<file path="src/rtl/laplace_multi_streamer.sv">
// Streams NUM_CH packed-ASCII strings for one table line over a valid/ready handshake.
// Optional beacon mode (line repeats while start is held) is enabled by LAPLACE_STREAMER_LOOP_EN.
module laplace_multi_streamer #(
  parameter int                NUM_CH   = 2,
  parameter int                LINE_W   = 6,
  parameter int                ADDR_W   = 10,
  parameter int                LEN_W    = 10,
  parameter int                CHAR_W   = 8,
  parameter logic [CHAR_W-1:0] PAD_CHAR = 8'h00
) (
  input  logic                          clk,
  input  logic                          rst,
  input  logic                          start,
  input  logic [LINE_W-1:0]             line,
  output logic [LINE_W-1:0]             ptr_line,
  input  logic [NUM_CH*(ADDR_W+LEN_W)-1:0] ptr_data,
  output logic [ADDR_W-1:0]             mem_addr,
  input  logic [2*CHAR_W-1:0]           mem_dout,
  output logic [NUM_CH*CHAR_W-1:0]      out_char,
  output logic                          out_valid,
  input  logic                          out_ready,
  output logic                          busy,
  output logic [LEN_W-1:0]              chars_remaining,
  output logic [2:0]                    which_state
);

  localparam int ENT_W = ADDR_W + LEN_W;
  localparam int CNT_W = $clog2(NUM_CH + 1);

  typedef enum logic [2:0] {
    IDLE    = 3'd0,
    LOOKUP  = 3'd1,
    LOAD    = 3'd2,
    FETCH   = 3'd3,
    PRESENT = 3'd4,
    DONE    = 3'd5
  } state_t;

  state_t              state_reg, state_next;
  logic [LINE_W-1:0]   line_reg;
  logic [ADDR_W-1:0]   base_reg [NUM_CH];
  logic [LEN_W-1:0]    len_reg  [NUM_CH];
  logic [CHAR_W-1:0]   char_reg [NUM_CH];
  logic [ADDR_W-1:0]   base_in  [NUM_CH];
  logic [LEN_W-1:0]    len_in   [NUM_CH];
  logic [LEN_W-1:0]    max_len_reg, max_in;
  logic [LEN_W-1:0]    k_reg, k_inc;
  logic [CNT_W-1:0]    cnt_reg;
  logic                loop_exit;
`ifdef LAPLACE_STREAMER_LOOP_EN
  logic                looping_reg;
`endif

  genvar gi;
  generate
    for (gi = 0; gi < NUM_CH; gi++) begin : g_ch
      assign base_in[gi] = ptr_data[gi*ENT_W+LEN_W +: ADDR_W];
      assign len_in[gi]  = ptr_data[gi*ENT_W +: LEN_W];
      assign out_char[gi*CHAR_W +: CHAR_W] = char_reg[gi];
    end
  endgenerate

  always_comb begin
    max_in = '0;
    for (int c = 0; c < NUM_CH; c++)
      if (len_in[c] > max_in) max_in = len_in[c];
  end

  assign k_inc = k_reg + LEN_W'(1);

`ifdef LAPLACE_STREAMER_LOOP_EN
  // Once repeating, dropping start finishes the current beat instead of the whole line.
  assign loop_exit = looping_reg && !start;
`else
  assign loop_exit = 1'b0;
`endif

  always_comb begin
    state_next = state_reg;
    case (state_reg)
      IDLE:    if (start) state_next = LOOKUP;
      LOOKUP:  state_next = LOAD;
      LOAD:    state_next = (max_in == '0) ? DONE : FETCH;
      FETCH:   if (cnt_reg == CNT_W'(NUM_CH)) state_next = PRESENT;
      PRESENT: if (out_ready) state_next = (k_inc == max_len_reg || loop_exit) ? DONE : FETCH;
      DONE: begin
`ifdef LAPLACE_STREAMER_LOOP_EN
        if (start && max_len_reg != '0) state_next = FETCH;
        else if (!start)                state_next = IDLE;
`else
        if (!start) state_next = IDLE;
`endif
      end
      default: state_next = IDLE;
    endcase
  end

  // Address for channel cnt is issued while the previous channel's word arrives.
  always_comb begin
    mem_addr = '0;
    if (state_reg == FETCH)
      for (int c = 0; c < NUM_CH; c++)
        if (cnt_reg == CNT_W'(c)) mem_addr = base_reg[c] + ADDR_W'(k_reg >> 1);
  end

  always_ff @(posedge clk or posedge rst) begin
    if (rst) begin
      state_reg   <= IDLE;
      line_reg    <= '0;
      max_len_reg <= '0;
      k_reg       <= '0;
      cnt_reg     <= '0;
`ifdef LAPLACE_STREAMER_LOOP_EN
      looping_reg <= 1'b0;
`endif
      for (int c = 0; c < NUM_CH; c++) begin
        base_reg[c] <= '0;
        len_reg[c]  <= '0;
        char_reg[c] <= '0;
      end
    end else begin
      state_reg <= state_next;
      case (state_reg)
        IDLE: begin
          if (start) line_reg <= line;
`ifdef LAPLACE_STREAMER_LOOP_EN
          looping_reg <= 1'b0;
`endif
        end
        LOAD: begin
          for (int c = 0; c < NUM_CH; c++) begin
            base_reg[c] <= base_in[c];
            len_reg[c]  <= len_in[c];
          end
          max_len_reg <= max_in;
          k_reg       <= '0;
          cnt_reg     <= '0;
        end
        FETCH: begin
          cnt_reg <= cnt_reg + CNT_W'(1);
          for (int c = 0; c < NUM_CH; c++)
            if (cnt_reg == CNT_W'(c + 1))
              char_reg[c] <= (k_reg >= len_reg[c]) ? PAD_CHAR :
                             (k_reg[0] ? mem_dout[CHAR_W-1:0] : mem_dout[2*CHAR_W-1:CHAR_W]);
        end
        PRESENT: begin
          cnt_reg <= '0;
          if (out_ready) k_reg <= k_inc;
        end
        DONE: begin
`ifdef LAPLACE_STREAMER_LOOP_EN
          if (start && max_len_reg != '0) begin
            k_reg       <= '0;
            cnt_reg     <= '0;
            looping_reg <= 1'b1;
          end
`endif
        end
        default: ;
      endcase
    end
  end

  assign ptr_line        = line_reg;
  assign out_valid       = (state_reg == PRESENT);
  assign busy            = (state_reg != IDLE);
  assign which_state     = state_reg;
  assign chars_remaining = (state_reg == FETCH || state_reg == PRESENT) ? (max_len_reg - k_reg) : '0;

endmodule
</file>
<file path="config.mk">
export PLATFORM = sky130hd
export DESIGN_NAME = laplace_multi_streamer
export DESIGN_NICKNAME = d
export VERILOG_FILES = /design/src/rtl/laplace_multi_streamer.sv
export SDC_FILE = /design/constraint.sdc
export NUM_CORES = 1
export LEC_CHECK = 0
export ABC_AREA = 1
export CAP_MARGIN = 20
export CORE_MARGIN = 2
export CORE_UTILIZATION = 54
export DETAILED_ROUTE_END_ITERATION = 16
export MAX_ROUTING_LAYER = met4
export PLACE_DENSITY = 0.82
export SKIP_LAST_GASP = 1
export SLEW_MARGIN = 5
export SYNTH_ARGS = -nofsm -noshare
export SYNTH_HDL_FRONTEND = slang
export SYNTH_SLANG_ARGS = --single-unit
</file>
<file path="constraint.sdc">
create_clock -name clk -period 3.1 [get_ports clk]
set_clock_uncertainty 0.2 [all_clocks]
set_input_delay 0.465 -clock clk [delete_from_list [all_inputs] [get_ports clk]]
set_output_delay 0.465 -clock clk [all_outputs]
set_load 0.01 [all_outputs]
</file>
==> results of run 1 <==
## worst max-delay path: cells and delay by family (launching register included)
kind | cells | cell delay, ps
adders and majority gates | 1 | 330
and+or+nand+nor | 3 | 390
AOI/OAI and AO/OA | 1 | 160
xor gates and xnor gates | 1 | 170
buffers and inverters | 3 | 500
DFF | 1 | 460
## area by class of cell
cell class / instances / area (sq um) / share of cell area, %
multi-input combinational: 625 / 3640 / 44.5
sequential: 87 / 2190 / 26.8
timing repair buffer: 163 / 1470 / 18.0
inverter: 102 / 389 / 4.76
clock buffer: 10 / 239 / 2.92
tap: 140 / 175 / 2.14
clock inverter: 6 / 67.6 / 0.827
## path summary, 6_finish.rpt
kind / startpoint / to / slack [ps]
min in group asynchronous: rst / which_state[0] / 310
max reg2reg: k_reg[4] / out_char[12] / 430
max in group asynchronous: rst / out_char[0] / 1610
max: k_reg[5] / chars_remaining[9] / 70
min: base_reg[10] / base_reg[10] / 280
min reg2reg: base_reg[10] / base_reg[10] / 280
## metrics by stage
step           cells  power, uW  setup TNS (ps)  hold WS, ps
2_1_floorplan    832       4040               0          248
3_3_place_gp    1107       5330               0          264
3_5_place_dp    1107       5430           -2.78          265
4_1_cts         1130       6620            -340          282
5_1_grt         1133       7310            -136          305
6_report        1133       6740               0          278
## cell usage in the layout, fill, tap and decap left out, types with 6 or more instances in the layout
master / Yosys / routed
sky130_fd_sc_hd__a21oi_1: 42 / 37
sky130_fd_sc_hd__nand3_2: 4 / 6
sky130_fd_sc_hd__o21ai_1: 9 / 11
sky130_fd_sc_hd__xnor2_1: 8 / 8
sky130_fd_sc_hd__ha_1: 61 / 54
sky130_fd_sc_hd__nand4_1: 13 / 13
sky130_fd_sc_hd__nand3_1: 38 / 36
sky130_fd_sc_hd__dfrtp_2: 0 / 8
sky130_fd_sc_hd__dfrtp_1: 87 / 79
sky130_fd_sc_hd__nand2_1: 277 / 276
sky130_fd_sc_hd__mux2_2: 6 / 6
sky130_fd_sc_hd__clkbuf_16: 0 / 9
sky130_fd_sc_hd__inv_1: 98 / 93
sky130_fd_sc_hd__nor2_2: 6 / 6
sky130_fd_sc_hd__o21ai_0: 62 / 58
sky130_fd_sc_hd__nor2_1: 39 / 38
sky130_fd_sc_hd__nand3b_1: 10 / 10
sky130_fd_sc_hd__clkdlybuf4s50_1: 0 / 99
sky130_fd_sc_hd__buf_4: 0 / 51
sky130_fd_sc_hd__o22ai_1: 10 / 10
## routing by layer
metal | routed length (um) | up-vias | part of all wire [%] | GRT usage (%)
met5 | 0 | - | 0 | -
met4 | 480 | 0 | 2.7 | 10.8
met1 | 7560 | 2854 | 43 | 37.6
met3 | 870 | 40 | 5.0 | 5.60
li1 | - | 3049 | - | -
met2 | 8600 | 188 | 49 | 49.2
## cell usage after synthesis, drive strengths merged
library cell	number
o211ai	4
o32ai	2
a22o	1
nor2	46
nand3	42
o21bai	2
o31ai	2
o21ai	71
nand3b	10
o221a	1
clkinv	1
clkbuf	15
a221oi	1
o2111ai	2
mux2	6
dfrtp	87
buf	3
o22ai	10
nor4	2
a21oi	42
xor2	4
inv	101
nor3	7
fa	3
ha	61
xnor2	8
nand2	280
a31oi	3
nand4	13
or2	1
nor3b	1
## report_power, final
part	switching [uW]	internal, uW
registers	353	1650
clock network	470	649
logic	2060	1560
total	2890	3850
## cell families after synthesis
group / synth area share, %
AO/OA/AOI/OAI: 12.6
XOR/XNOR: 1.72
adder cells (fa/ha/maj): 13.4
buffers and inverters: 7.51
flip-flops: 35.5
multiplexers: 1.10
AND/OR/NAND/NOR: 28.1
## timing repair
item                                    4_1_cts  5_1_grt
endpoints found under the setup margin       11       17
resized for setup                            24       53
pin swaps                                     1        6
setup buffers                                 7        3
endpoints found under the hold margin         0        0
==> metrics, run 1 <==
status=completed; Critical Path Max Stage Delay=460 ps; nature of the critical path endpoint=primary output; Core Util, Final=74.7%; Num CTS Buffers=9; R2R cell count=11; first-pass iteration count of the detailed router=5; initial antenna violation count=0; average detailed-routed wire length per instance=~15 um; summed instance area of the synthesized netlist=roughly 6100 sq um; hold buffer count at CTS=0; pin count of the biggest net entering global routing=64; post-CTS clock slew at the launch and capture registers of the worst setup and hold paths=60 ps; area growth from synthesis to final layout=33.4%; Worst-Margin Slew=839 ps; clock sink count=just under 90; share of the yosys chip area belonging to registers=35.5%; ratio of cells with drive above 1 in the final layout=14.1%; leakage power summed over all cells=0.00406 uW; Yosys Warn Count=0; number of unique standard cell types used by synthesis=40; antenna fix cells=0; post-synthesis area per instance=7.36 sq um; Detailed Route WL=~18000 um; WP data arrival=between 2000 and 2500 ps; global-route wire length before repair=approximately 29000 um; instance area after placement=7660 sq um; post-synthesis register bit count=87; setup repair after global routing missed its margin=yes; CTS Root Cell=sky130_fd_sc_hd__clkbuf_16; cell repeated most along the worst path=sky130_fd_sc_hd__inv_1; H-tree depth=3; Starting Density=between 50% and 60%; later-pin clock latency in the skew report=around 350 ps; worst slew slack as a fraction of its limit=between 40% and 50%; iteration-0 DRC count of the detailed router=between 400 and 500; boundary pin count=113; vias in the first global route=6124; Setup CP Type=flop to primary output; library cell occupying the most area in the post-synthesis netlist=sky130_fd_sc_hd__dfrtp_1; leading post-synthesis cells by cell area=sky130_fd_sc_hd__dfrtp_1, sky130_fd_sc_hd__nand2_1, sky130_fd_sc_hd__ha_1; minimum clock period after layout=3030 ps; CTS max path bufs=2; master of the slowest instance on the critical path=sky130_fd_sc_hd__dfrtp_2; number of rows created at floorplan=38; Chip Width=around 110 um; count of cells along the worst hold path=2; post-route cell area=8170 sq um; sequence of cells on the critical path=inv_1 > ha_1 > inv_1 > nor3_2 > nand3_1 > o2111ai_1 > xnor2_1 > nor2_1 > dlygate4sd2_1; post-route fraction of the period consumed by the critical path=slightly below 100%; Final Max Tran Viols=0; CTS tree=done; P per Cell Area=825 nW/um^2; Tot GR Track Use=30.1%; full die area=12200 sq um; filler cell count in the final layout=813; height of the die=111 um; Final Hold Violating Endpoints=0; worst setup timing slack at the placement stage=-2.78 ps; Final ANT Viol Nets=0; post-detail-place hpwl=roughly 13000 um; total via count in the routed design=6131; highest ir drop seen on vdd=0.630 mV; final net count=1118; number of remaining DRC errors=0; portion of synthesized cell area occupied by the leading cell type=35.5%; Syn Inst Count=832; kind of path behind the tightest hold check=flop to flop; final weighted congestion in routability-driven placement=between 0.9 and 1; vias per std cell=5.41; # Max-Cap Violations=0; required arrival time at the worst endpoint=2430 ps; final number of setup-violating endpoints=0; area of the core region=approximately 11000 sq um; overflow left after global routing=0; Worst setup SP type=flop; maximum frequency from static timing analysis=330 MHz; worst setup margin=70.1 ps; net count after synthesis=962; IO buf count=112; worst-path maximum fanout=5
No activity file was read; power rests on OpenSTA's default activity.
==> run 2: changes to the inputs <==
- CORE_UTILIZATION: 54 -> 58
- PLACE_DENSITY: 0.82 -> 0.87
- SKIP_LAST_GASP: 1 -> unset
- clock period: 3.1 -> 3.7 ns (I/O delays scaled with it)
==> run 2 against run 1 <==
Power is 22% lower. Clock power is 34% lower. Final cell count is 3.3% lower. Critical path depth is 1 higher. Largest power group unchanged.
==> metrics, run 2 (same netlist as run 1, synthesis figures left out) <==
average detailed-routed wire length per instance=15.6 um (was 15.5 um); Final Hold Violating Endpoints=0 (unchanged); commonest non-fill, non-tap cell in the layout=sky130_fd_sc_hd__nand2_1 (unchanged); CTS tree=done (unchanged); Tot GR Track Use=31.6% (was 30.1%); global-route wire length before repair=27600 um (was 29200 um); minimum clock period after layout=3600 ps; later-pin clock latency in the skew report=390 ps (was 350 ps); kind of path behind the tightest hold check=flop to flop (unchanged); number of remaining DRC errors=0 (unchanged); maximum frequency from static timing analysis=278 MHz; wire length on met3=1100 um (was 870 um); sequence of cells on the critical path=inv_1 > ha_1 > nand2_1 > o21ai_1 > a21oi_2 > nor2_1 > o31ai_2 > xor2_1 > nor2_1 > clkdlybuf4s50_1 (was inv_1 > ha_1 > inv_1 > nor3_2 > nand3_1 > o2111ai_1 > xnor2_1 > nor2_1 > dlygate4sd2_1); full die area=11400 sq um (was 12200 sq um); vias in the first global route=5923 (was 6124); post-CTS clock slew at the launch and capture registers of the worst setup and hold paths=90 ps (was 60 ps); Worst-Margin Slew=910 ps (was 839 ps); total via count in the routed design=6145 (was 6131); post-route cell area=7740 sq um (was 8170 sq um); number of rows created at floorplan=37 (was 38); Num CTS Buffers=9 (unchanged); master of the slowest instance on the critical path=sky130_fd_sc_hd__clkdlybuf4s50_1 (was sky130_fd_sc_hd__dfrtp_2); # Max-Cap Violations=0 (unchanged); worst setup margin=97.1 ps (was 70.1 ps); highest ir drop seen on vdd=0.524 mV (was 0.630 mV); Setup CP Type=flop to primary output (unchanged); instance area after placement=7430 sq um (was 7660 sq um); overall power=5290 uW (was 6740 uW); Critical Path Max Stage Delay=550 ps (was 460 ps); leakage power summed over all cells=0.00385 uW (was 0.00406 uW); nature of the critical path endpoint=primary output (unchanged); status=completed (unchanged); area of the core region=10300 sq um (was 10900 sq um); final net count=1085 (was 1118); H-tree depth=3 (unchanged); worst setup timing slack at the placement stage=354 ps (was -2.78 ps); critical path buffer and inverter count=2 (was 3); P per Cell Area=683 nW/um^2 (was 825 nW/um^2); CTS Root Cell=sky130_fd_sc_hd__clkbuf_8 (was sky130_fd_sc_hd__clkbuf_16); Starting Density=59.6% (was 56.0%); area growth from synthesis to final layout=26.3% (was 33.4%); first-pass iteration count of the detailed router=5 (unchanged); cell repeated most along the worst path=sky130_fd_sc_hd__nor2_1 (was sky130_fd_sc_hd__inv_1); Chip Width=107 um (was 111 um); final weighted congestion in routability-driven placement=0.939 (was 0.948); pin count of the biggest net entering global routing=64 (unchanged); vias per std cell=5.61 (was 5.41); post-route fraction of the period consumed by the critical path=97.4%; post-detail-place hpwl=12600 um (was 13200 um); IO buf count=112 (unchanged); top layer in use=met4 (unchanged); CTS max path bufs=2 (unchanged); worst-path maximum fanout=8 (was 5); Final Max Tran Viols=0 (unchanged); boundary pin count=113 (unchanged); iteration-0 DRC count of the detailed router=382 (was 439); clock sink count=87 (unchanged); Worst setup SP type=flop (unchanged); Top delay family on crit path=buffers and inverters (unchanged); commonest non-fill, non-tap cells in the layout=sky130_fd_sc_hd__nand2_1, sky130_fd_sc_hd__clkdlybuf4s50_1, sky130_fd_sc_hd__inv_1, sky130_fd_sc_hd__dfrtp_1, sky130_fd_sc_hd__o21ai_0 (unchanged); Met1 Wirelength=7280 um (was 7560 um); Detailed Route WL=17100 um (was 17500 um); ratio of cells with drive above 1 in the final layout=7.81% (was 14.1%); initial antenna violation count=0 (unchanged); height of the die=107 um (was 111 um); overflow left after global routing=0 (unchanged); Detail Route met2 WL=8340 um (was 8600 um); antenna fix cells=0 (unchanged); Final ANT Viol Nets=0 (unchanged); worst slew slack as a fraction of its limit=39.0% (was 43.8%); final number of setup-violating endpoints=0 (unchanged); required arrival time at the worst endpoint=2940 ps (was 2430 ps); WP data arrival=2850 ps (was 2360 ps)
[run 2: cell count changes in the layout (fill, tap and decap cells not counted), moves of 4 or more]
cell / previous run / this run
sky130_fd_sc_hd__buf_4: 51 / 18
sky130_fd_sc_hd__clkbuf_16: 9 / 0
sky130_fd_sc_hd__clkbuf_2: 5 / 0
sky130_fd_sc_hd__clkbuf_8: 1 / 11
sky130_fd_sc_hd__clkdlybuf4s50_1: 99 / 107
sky130_fd_sc_hd__ha_1: 54 / 58
sky130_fd_sc_hd__ha_4: 5 / 0
sky130_fd_sc_hd__inv_1: 93 / 97
[run 2: routing by layer]
metal  up-vias  track usage [%]
met1      2901             39.2
met4         0             11.5
li1       2982                -
met2       229             52.0
met5         -                -
met3        33             5.84
[run 2: cell type report]
| cell class | instances | area, sq um |
|---|---|---|
| clock buffers | 11 | 151 |
| clock inverters | 5 | 63.8 |
| fillers | 809 | 2540 |
| inverters | 102 | 384 |
| multi-input cells | 625 | 3520 |
| flip-flops and latches | 87 | 2180 |
| well taps | 136 | 170 |
| repair buffers | 130 | 1260 |
[run 2: through the flow]
step	setup TNS, ps	util, %	std cells	hold slack, ps
5_1_grt	-23.8	75.3	1096	322
6_report	0	75.3	1096	292
4_1_cts	0	74.5	1089	293
2_1_floorplan	0	-	832	248
3_3_place_gp	0	72.3	1073	263
3_5_place_dp	0	72.3	1073	268
[run 2: worst paths after layout]
path,slack (ps),startpoint,end,cells past startpoint
worst min register to register,290,base_reg[10],base_reg[10],2
max in group asynchronous,2130,rst,k_reg[1],3
worst min-delay path,290,base_reg[10],base_reg[10],2
worst max register to register,1030,k_reg[0],out_char[12],8
worst max-delay path,100,k_reg[3],chars_remaining[7],10
min in group asynchronous,450,rst,out_char[13],2
[run 2: report_power, final]
part | switching (uW) | internal (uW)
Clock | 385 | 355
Sequential | 281 | 1380
Combinational | 1680 | 1210
Total | 2340 | 2940
[run 2: worst reg2reg max path, cell delays in order, from the launching register on]
cell	delay [ps]
sky130_fd_sc_hd__dfrtp_1	380
sky130_fd_sc_hd__buf_4	240
sky130_fd_sc_hd__clkinv_1	340
sky130_fd_sc_hd__ha_1	390
sky130_fd_sc_hd__nand2_1	70
sky130_fd_sc_hd__nor4_1	50
sky130_fd_sc_hd__a31oi_1	690
sky130_fd_sc_hd__nand3_1	140
sky130_fd_sc_hd__nand2_1	110
[run 2: what timing repair did]
action / CTS / global route
hold endpoints to repair: 0 / 0
gates cloned: 0 / 0
hold buffers: 0 / 0
setup buffers: 0 / 7
endpoints found under the setup margin: 3 / 7
pin swaps: 0 / 1
resized for setup: 6 / 13
==> run 3: changes to the inputs <==
--- a/config.mk
+++ b/config.mk
@@ -10,4 +10,5 @@
 export CORE_MARGIN = 2
 export CORE_UTILIZATION = 58
+export CTS_CLUSTER_SIZE = 25
 export DETAILED_ROUTE_END_ITERATION = 16
 export MAX_ROUTING_LAYER = met4
==> constraint.sdc (replaced) <==
create_clock -name clk -period 3.7 [get_ports clk]
set_clock_uncertainty 0.2 [all_clocks]
set_input_delay 0.555 -clock clk [delete_from_list [all_inputs] [get_ports clk]]
set_output_delay 0.555 -clock clk [all_outputs]
set_load 0.005 [all_outputs]
==> run 3 against run 2 <==
Sequential cell count unchanged. Critical path type unchanged. Count of clock-buffer cells in the layout unchanged. Sequential share of layout area about the same. Combinational power decreased by 4%. Sequential power about the same. Worst setup slack got worse by 6.4 ps. Routed wire length decreased by 1.8%. Highest routed layer unchanged. First-iteration DRC count decreased by 8.9%. Critical endpoint is now mem_addr[6]. Die area unchanged. Critical path depth unchanged.
==> metrics, run 3 (same netlist as run 1, synthesis figures left out) <==
Core Util, Final=75.2% (was 75.3%); area taken by flip-flops and latches=2180 sq um (about the same); Starting Density=59.6% (unchanged); final weighted congestion in routability-driven placement=0.946 (was 0.939); CTS tree=done (unchanged); commonest non-fill, non-tap cell in the layout=sky130_fd_sc_hd__nand2_1 (unchanged); worst slew slack as a fraction of its limit=37.4% (was 39.0%); number of rows created at floorplan=37 (unchanged); Worst setup SP type=flop (unchanged); Detailed Route WL=16800 um (was 17100 um); Final Hold Violating Endpoints=0 (unchanged); overflow left after global routing=0 (unchanged); IO buf count=112 (unchanged); setup slack, reg-to-reg=920 ps (was 1030 ps); post-detail-place hpwl=12700 um (was 12600 um); average detailed-routed wire length per instance=15.4 um (was 15.6 um); Final Max Tran Viols=0 (unchanged); height of the die=107 um (unchanged); area growth from synthesis to final layout=26.2% (was 26.3%); Tot GR Track Use=32.1% (was 31.6%); R2R cell count=8 (unchanged); commonest non-fill, non-tap cells in the layout=sky130_fd_sc_hd__nand2_1, sky130_fd_sc_hd__clkdlybuf4s50_1, sky130_fd_sc_hd__inv_1, sky130_fd_sc_hd__dfrtp_1, sky130_fd_sc_hd__ha_1 (was sky130_fd_sc_hd__nand2_1, sky130_fd_sc_hd__clkdlybuf4s50_1, sky130_fd_sc_hd__inv_1, sky130_fd_sc_hd__dfrtp_1, sky130_fd_sc_hd__o21ai_0); P per Cell Area=680 nW/um^2 (was 683 nW/um^2); WP data arrival=2850 ps (about the same); global-route wire length before repair=28100 um (was 27600 um); worst-path maximum fanout=4 (was 8); required arrival time at the worst endpoint=2940 ps (about the same); total via count in the routed design=5975 (was 6145); critical register-to-register path endpoint=out_char[11] (was out_char[12]); number of remaining DRC errors=0 (unchanged); final hold slack=270 ps (was 292 ps); clock sink count=87 (unchanged); H-tree depth=3 (unchanged); maximum frequency from static timing analysis=277 MHz (was 278 MHz); # Max-Cap Violations=0 (unchanged); Setup CP Type=flop to primary output (unchanged); vias in the first global route=5882 (was 5923); instance area after placement=7440 sq um (was 7430 sq um); Chip Width=107 um (unchanged); antenna fix cells=0 (unchanged); final number of setup-violating endpoints=0 (unchanged); CTS Root Cell=sky130_fd_sc_hd__clkbuf_8 (unchanged); hold buffer count at CTS=0 (unchanged); first-pass iteration count of the detailed router=5 (unchanged); Final ANT Viol Nets=0 (unchanged); final net count=1079 (was 1085); filler cell count in the final layout=804 (was 809); minimum clock period after layout=3610 ps (was 3600 ps); iteration-0 DRC count of the detailed router=348 (was 382); startpoint of the lowest-slack register-to-register path=k_reg[0] (unchanged); initial antenna violation count=0 (unchanged); boundary pin count=113 (unchanged); Worst-Margin Slew=934 ps (was 910 ps); post-route fraction of the period consumed by the critical path=97.5% (was 97.4%); full die area=11400 sq um (unchanged); kind of path behind the tightest hold check=input pin to asynchronous set/reset pin (was flop to flop); later-pin clock latency in the skew report=380 ps (was 390 ps); vias per std cell=5.48 (was 5.61); area of the core region=10300 sq um (unchanged); setup repair after global routing missed its margin=yes; CTS max path bufs=2 (unchanged); post-route cell area=7730 sq um (was 7740 sq um); nature of the critical path endpoint=primary output (unchanged); leakage power summed over all cells=0.00380 uW (was 0.00385 uW); highest ir drop seen on vdd=0.617 mV (was 0.524 mV); post-CTS clock slew at the launch and capture registers of the worst setup and hold paths=90 ps (about the same); ratio of cells with drive above 1 in the final layout=6.81% (was 7.81%); Num CTS Buffers=9 (unchanged); status=completed (unchanged); area of combinational cells with multiple inputs=3510 sq um (was 3520 sq um); pin count of the biggest net entering global routing=68 (was 64)
run 3: final cells by class:
class / instances / area share, %
multi-input combinational: 625 / 45.5
sequential: 87 / 28.2
timing repair buffer: 124 / 15.9
inverter: 102 / 4.97
tap: 136 / 2.20
clock buffer: 11 / 1.96
clock inverter: 5 / 1.34
run 3: timing repair:
action	4_1_cts	5_1_grt
setup endpoints to repair	2	5
resized for setup	3	8
pin swaps	0	0
setup buffers	0	1
cloned	0	0
run 3: per-layer routing:
| layer | wire length [um] | track usage (%) | vias to the layer above | share of wire, % |
|---|---|---|---|---|
| met5 | 0 | - | - | 0 |
| met4 | 533 | 12.2 | 0 | 3.2 |
| met3 | 1160 | 6.57 | 46 | 6.9 |
| met2 | 7980 | 50.2 | 209 | 48 |
| met1 | 7110 | 41.4 | 2750 | 42 |
| li1 | - | - | 2970 | - |
run 3: how the worst max path moves through the flow:
| stage | cells after the start | end | from |
|---|---|---|---|
| after floorplan | 1 | base_reg[0] | rst |
| after global placement | 10 | chars_remaining[7] | k_reg[2] |
| after detailed placement | 10 | chars_remaining[7] | k_reg[2] |
| after CTS | 14 | chars_remaining[8] | max_len_reg[0] |
| after global routing | 10 | chars_remaining[7] | k_reg[2] |
| final | 10 | mem_addr[6] | k_reg[1] |
run 3: metrics by stage:
step / power (uW) / setup TNS, ps / setup WS [ps] / std cells
final: 5260 / 0 / 90.8 / 1090
after global routing: 5720 / -164 / -120 / 1090
after CTS: 5240 / 0 / 12.0 / 1089
after detailed placement: 4370 / 0 / 412 / 1073
after global placement: 4300 / 0 / 458 / 1073
after floorplan: 3300 / 0 / 695 / 832
run 3: power by group:
group | leakage [uW] | switching, uW | total, uW | internal (uW)
clock network | 0.000130 | 359 | 844 | 485
registers | 0.00107 | 276 | 1650 | 1380
logic | 0.00260 | 1580 | 2760 | 1190
total | 0.00380 | 2210 | 5260 | 3050
run 3: critical path, stage by stage (launching register included):
cell,delay [ps]
sky130_fd_sc_hd__dfrtp_2,450
sky130_fd_sc_hd__ha_1,260
sky130_fd_sc_hd__fa_1,430
sky130_fd_sc_hd__nand3_1,90
sky130_fd_sc_hd__nand3_1,120
sky130_fd_sc_hd__nand2_1,90
sky130_fd_sc_hd__nand2_1,50
sky130_fd_sc_hd__a21oi_1,150
sky130_fd_sc_hd__xor2_1,100
sky130_fd_sc_hd__o32ai_2,210
sky130_fd_sc_hd__clkdlybuf4s50_1,540
